$ cat src/rtl/reg_exec_stage.sv
// Two-stage register/execute slice: a 16x16 register file feeding a small ALU.
// E stage latches the operands (with forwarding from the retiring instruction),
// W stage registers the ALU result, writes it back and updates the flags.
module reg_exec_stage (
  input  logic        clk,
  input  logic        rst,
  input  logic [3:0]  read_reg_1,
  input  logic [3:0]  read_reg_2,
  input  logic [3:0]  write_reg,
  input  logic [3:0]  op,
  output logic [15:0] result,
  output logic        result_valid,
  output logic [3:0]  wb_reg,
  output logic        zero,
  output logic        carry,
  input  logic [3:0]  dbg_addr,
  output logic [15:0] dbg_data
);

  localparam logic [3:0] OP_NOP = 4'd0;
  localparam logic [3:0] OP_ADD = 4'd1;
  localparam logic [3:0] OP_SUB = 4'd2;
  localparam logic [3:0] OP_AND = 4'd3;
  localparam logic [3:0] OP_OR  = 4'd4;
  localparam logic [3:0] OP_XOR = 4'd5;
  localparam logic [3:0] OP_SLL = 4'd6;
  localparam logic [3:0] OP_SRL = 4'd7;
  localparam logic [3:0] OP_SLT = 4'd8;
  localparam logic [3:0] OP_LI  = 4'd9;

  logic [15:0] rf_q [16];

  logic [3:0]  e_op_q, e_wr_q, e_r1_q, e_r2_q;
  logic [15:0] e_a_q, e_b_q;
  logic [15:0] a_d, b_d;

  logic [15:0] result_q;
  logic        result_valid_q;
  logic [3:0]  wb_reg_q;
  logic        zero_q, carry_q;

  logic [16:0] sum17, diff17;
  logic [15:0] alu_res;
  logic        alu_carry;
  logic        e_live;
  logic        fwd_a, fwd_b;

  // Opcodes 10-15 behave exactly like NOP, so "live" means 1..9.
  assign e_live = (e_op_q >= OP_ADD) && (e_op_q <= OP_LI);

  assign sum17  = {1'b0, e_a_q} + {1'b0, e_b_q};
  assign diff17 = {1'b0, e_a_q} - {1'b0, e_b_q};

  // ALU on the E-stage latched operands; carry is bit 16 of the wide add/sub.
  always_comb begin
    alu_res   = '0;
    alu_carry = 1'b0;
    case (e_op_q)
      OP_ADD: begin alu_res = sum17[15:0];  alu_carry = sum17[16];  end
      OP_SUB: begin alu_res = diff17[15:0]; alu_carry = diff17[16]; end
      OP_AND: alu_res = e_a_q & e_b_q;
      OP_OR:  alu_res = e_a_q | e_b_q;
      OP_XOR: alu_res = e_a_q ^ e_b_q;
      OP_SLL: alu_res = e_a_q << e_b_q[3:0];
      OP_SRL: alu_res = e_a_q >> e_b_q[3:0];
      OP_SLT: alu_res = {15'd0, (e_a_q < e_b_q)};
      OP_LI:  alu_res = {8'h00, e_r1_q, e_r2_q};
      default: alu_res = '0;
    endcase
  end

  // Operand select: bypass the result being written this edge, R0 always reads 0.
  assign fwd_a = e_live && (e_wr_q != 4'd0) && (e_wr_q == read_reg_1);
  assign fwd_b = e_live && (e_wr_q != 4'd0) && (e_wr_q == read_reg_2);

  always_comb begin
    a_d = (read_reg_1 == 4'd0) ? 16'h0000 : rf_q[read_reg_1];
    b_d = (read_reg_2 == 4'd0) ? 16'h0000 : rf_q[read_reg_2];
    if (fwd_a) a_d = alu_res;
    if (fwd_b) b_d = alu_res;
  end

  // E stage: capture the incoming instruction and its operands.
  always_ff @(posedge clk or negedge rst) begin
    if (!rst) begin
      e_op_q <= OP_NOP;
      e_wr_q <= '0;
      e_r1_q <= '0;
      e_r2_q <= '0;
      e_a_q  <= '0;
      e_b_q  <= '0;
    end else begin
      e_op_q <= op;
      e_wr_q <= write_reg;
      e_r1_q <= read_reg_1;
      e_r2_q <= read_reg_2;
      e_a_q  <= a_d;
      e_b_q  <= b_d;
    end
  end

  // W stage: retire live instructions into result/flags; NOPs leave them held.
  always_ff @(posedge clk or negedge rst) begin
    if (!rst) begin
      result_q       <= '0;
      result_valid_q <= 1'b0;
      wb_reg_q       <= '0;
      zero_q         <= 1'b0;
      carry_q        <= 1'b0;
    end else begin
      result_valid_q <= e_live;
      if (e_live) begin
        result_q <= alu_res;
        wb_reg_q <= e_wr_q;
        zero_q   <= (alu_res == 16'h0000);
        if (e_op_q == OP_ADD || e_op_q == OP_SUB) carry_q <= alu_carry;
      end
    end
  end

  // Register file write-back; writes to R0 are dropped.
  always_ff @(posedge clk or negedge rst) begin
    if (!rst) begin
      for (int i = 0; i < 16; i++) rf_q[i] <= '0;
    end else if (e_live && (e_wr_q != 4'd0)) begin
      rf_q[e_wr_q] <= alu_res;
    end
  end

  assign result       = result_q;
  assign result_valid = result_valid_q;
  assign wb_reg       = wb_reg_q;
  assign zero         = zero_q;
  assign carry        = carry_q;
  // Debug port reads the array directly, so a same-edge write shows up only after the edge.
  assign dbg_data     = (dbg_addr == 4'd0) ? 16'h0000 : rf_q[dbg_addr];

endmodule

$ cat config.mk
export PLATFORM = sky130hd
export DESIGN_NAME = reg_exec_stage
export DESIGN_NICKNAME = d
export VERILOG_FILES = /design/src/rtl/reg_exec_stage.sv
export SDC_FILE = /design/constraint.sdc
export NUM_CORES = 1
export LEC_CHECK = 0
export CAP_MARGIN = 15
export CORE_ASPECT_RATIO = 0.8
export CORE_UTILIZATION = 45
export CTS_CLUSTER_DIAMETER = 50
export DETAILED_ROUTE_END_ITERATION = 16
export MAX_ROUTING_LAYER = met4
export PLACE_DENSITY = 0.69
export SETUP_SLACK_MARGIN = 0.4
export SYNTH_ARGS = -nofsm -noshare
export SYNTH_HDL_FRONTEND = slang
export SYNTH_SLANG_ARGS = --single-unit
$ cat constraint.sdc
create_clock -name clk -period 4.6 [get_ports clk]
set_clock_uncertainty 0.2 [all_clocks]
set_input_delay 0.69 -clock clk [delete_from_list [all_inputs] [get_ports clk]]
set_output_delay 0.69 -clock clk [all_outputs]
set_load 0.01 [all_outputs]
==> out/metrics.yaml <==
power:
  powerDensity_nw_per_um2: 519
  peakVddDrop_v: 0.000368
  power.leakage_uw: 0.00968
clocking:
  path_clk_slew_ns: 0.06
  clock_path_buffers: 3
  htreeDepth: 2
  clockRootBuffer: "clkbuf_16"
  clk-insertion-delay-late_ns: 0.56
  cts_tree: "done"
  cts.sinks: 327
  numCtsBuffers: 40
worst_setup_path:
  r2r-start: "e_b_q[10]"
  path_cells: "buf_4, buf_12, mux4_2, mux4_2, nor2b_1, clkdlybuf4s50_1"
  path_delay_family: "buffers and inverters"
  path_class: "primary input to output port"
  reg2reg_depth: 10
  r2r_end: "zero"
  critical_path_peak_fanout: 30
  arrival_ns: 3.22
  crit_slowest_cell: "mux4_2"
  cp-start-kind: "primary input"
  worstSetupEndpointType: "output port"
  path_common_cell: "mux4_2"
  path_buf_inv: 3
  required_ns: 3.71
  reg2reg_slack_ns: 0.63
  max_stage_delay_ns: 0.53
placed_design:
  dpl_worst_slack_ns: 0.469
  post-dp-hpwl_um: 45300
  gp_congestion: 0.992
  place_inst: 2469
  io_buffer_count: 60
grt:
  overflow: 0
  grt_pass1_vias: 16800
  grt_use_total_pct: 29.5
  grt_pass1_wl_um: 105000
  grt_antenna_before_repair: 0
  grt_max_degree: 107
route:
  wl_per_cell_um: 26.3
  vias: 16900
  firstDrtPassIters: 5
  drtAntennaViolNets: 0
  drc: 0
  drt_iter0_drc: 2030
  via_per_inst: 6.65
  drt-total-wl_um: 66900
timing:
  slew_headroom_pct: 38.3
  worstMarginPinSlew_ns: 0.926
  hold_violations: 0
  rsz0062_at_grt: "false"
  hold_ws_ns: 0.215
  fmax_ghz: 0.243
  finalCriticalPeriod_ns: 4.11
  setup_viol: 0
  setup_tns_ns: 0
  finalWorstSetupSlack_ns: 0.493
  drv_slew: 0
  period_share_pct: 89.3
final_layout:
  nets: 1973
  layout_commonest_cell: "dfrtp_1"
  largest_register_ffs: 256
  regMostFlops: "rf_q"
  mostFrequentLayoutCells: "dfrtp_1 (326), nand2_1 (311), mux4_2 (254), o21ai_0 (253), inv_1 (71)"
  area_delta_synth_final_pct: 12.4
  fin_cells: 2543
  drive_above_1_share_pct: 23.7
  final_util_pct: 51.9
die:
  initial_utilization_pct: 46.1
  die_y_um: 197
  core_sq_um: 46200
  ioPinCount: 61
  die_x_um: 245
  rows: 70
  die-area_sq_um: 48200
flow_run:
  maxCapViolations: 0
logic_synthesis:
  seq_area_frac_synth_pct: 38.4
  yosysWarnings: 0
  synthTopCellsByArea: "dfrtp_1 (38%), mux4_2 (27%), o21ai_0 (5.9%), nand2_1 (5.5%), ha_1 (2.9%)"
  synth-edff-count: 0
  synthCells: 1906
  ys_types: 83
  syn_area_per_cell_sq_um: 11.2
  async_reset_ff_share_pct: 100
  yosysTopAreaCellShare_pct: 38.4
  syn-num-nets: 1979
  ys_ff_latch: 327
  synth_flop_cell: "dfrtp_1"
  synth_area_leader_cell: "dfrtp_1"
  syn_area_sq_um: 21300
outcome:
  status: "completed"
min_path:
  holdPathStages: 0
  min-delay-start: "rf_q[247]"
  whs_endpoint: "rf_q[247]"
  hold_class: "flip-flop to flip-flop"
what timing repair did:
item	CTS	global route
resized for setup	0	0
setup buffers	0	0
hold buffers	1	0
hold endpoints to repair	3	0
where the power goes:
part | switching, uW | internal [uW]
clock network | 1270 | 1830
registers | 749 | 3580
logic | 2790 | 2210
layer usage:
metal  track usage, %  routed length [um]  vias to the layer above
met3             6.90                7060                      186
met4             10.3                2450                        0
met5                -                   0                        -
li1                 -                   -                     7123
met2             41.8               29900                     1018
met1             41.6               27500                     8576
synth_stat cells (all sizes together) (4+ instances only):
| master | number |
|---|---|
| o221ai | 5 |
| dfrtp | 327 |
| nand2b | 9 |
| a21oi | 41 |
| mux2 | 24 |
| nor4 | 9 |
| o22ai | 17 |
| nor3b | 5 |
| a211oi | 17 |
| nor2 | 53 |
| a2111oi | 6 |
| a2bb2oi | 6 |
| nand4 | 8 |
| a22o | 5 |
| and2 | 9 |
| nor2b | 26 |
| o32ai | 4 |
| a21o | 7 |
| ha | 49 |
| clkbuf | 130 |
| nor3 | 18 |
| o41ai | 4 |
| o2bb2ai | 18 |
| or3 | 8 |
| nand3 | 16 |
| xor2 | 9 |
| o211ai | 10 |
| o31ai | 9 |
| buf | 55 |
| mux4 | 254 |
| o21ai | 265 |
| nand4b | 4 |
| a22oi | 9 |
| a221oi | 4 |
| mux2i | 23 |
| xnor2 | 5 |
| inv | 71 |
| nand2 | 311 |
area by class of cell:
class	count	area, sq um
diodes	1	2.50
fillers	3945	22200
multi-input cells	1321	12100
repair buffers	137	1270
well taps	612	766
inverters	73	274
clock buffers	56	1160
flip-flops and latches	327	8180
clock inverters	16	151
through the flow:
stage / total power [uW] / cell area (sq um)
finish: 12400 / 23900
global route: 13100 / 23900
floorplan: 7410 / 21300
detailed placement: 9240 / 22600
global placement: 9090 / 22600
CTS: 12400 / 23900
worst max-delay path by stage:
| stage | from | depth (start not counted) | endpoint | slack (ns) |
|---|---|---|---|---|
| 2_1_floorplan | e_b_q[1] | 15 | rf_q[119] | 0.66 |
| 3_3_place_gp | dbg_addr[0] | 6 | dbg_data[11] | 0.52 |
| 3_5_place_dp | dbg_addr[0] | 6 | dbg_data[11] | 0.47 |
| 4_1_cts | dbg_addr[0] | 6 | dbg_data[11] | 0.46 |
| 5_1_grt | dbg_addr[0] | 6 | dbg_data[11] | 0.40 |
| 6_report | dbg_addr[0] | 6 | dbg_data[6] | 0.49 |
worst register-to-register path, stage by stage (launching register included):
cell	delay [ns]
dfrtp_1	0.42
inv_1	0.09
ha_1	0.49
inv_1	0.19
a2111oi_0	0.57
inv_1	0.09
o31ai_1	0.75
o41ai_1	0.21
o2bb2ai_4	0.58
nand4b_1	0.17
o21ai_1	0.14
logic make-up after synthesis:
group	count (synthesis)	share of synthesized area [%]
AOI/OAI and AO/OA	455	13.1
xor gates and xnor gates	14	0.576
adders and majority gates	51	3.07
buffers and inverters	258	4.87
DFF	327	38.4
muxes	301	29.2
and+or+nand+nor	500	10.7
Note: power is estimated with default switching activity, not from simulation.
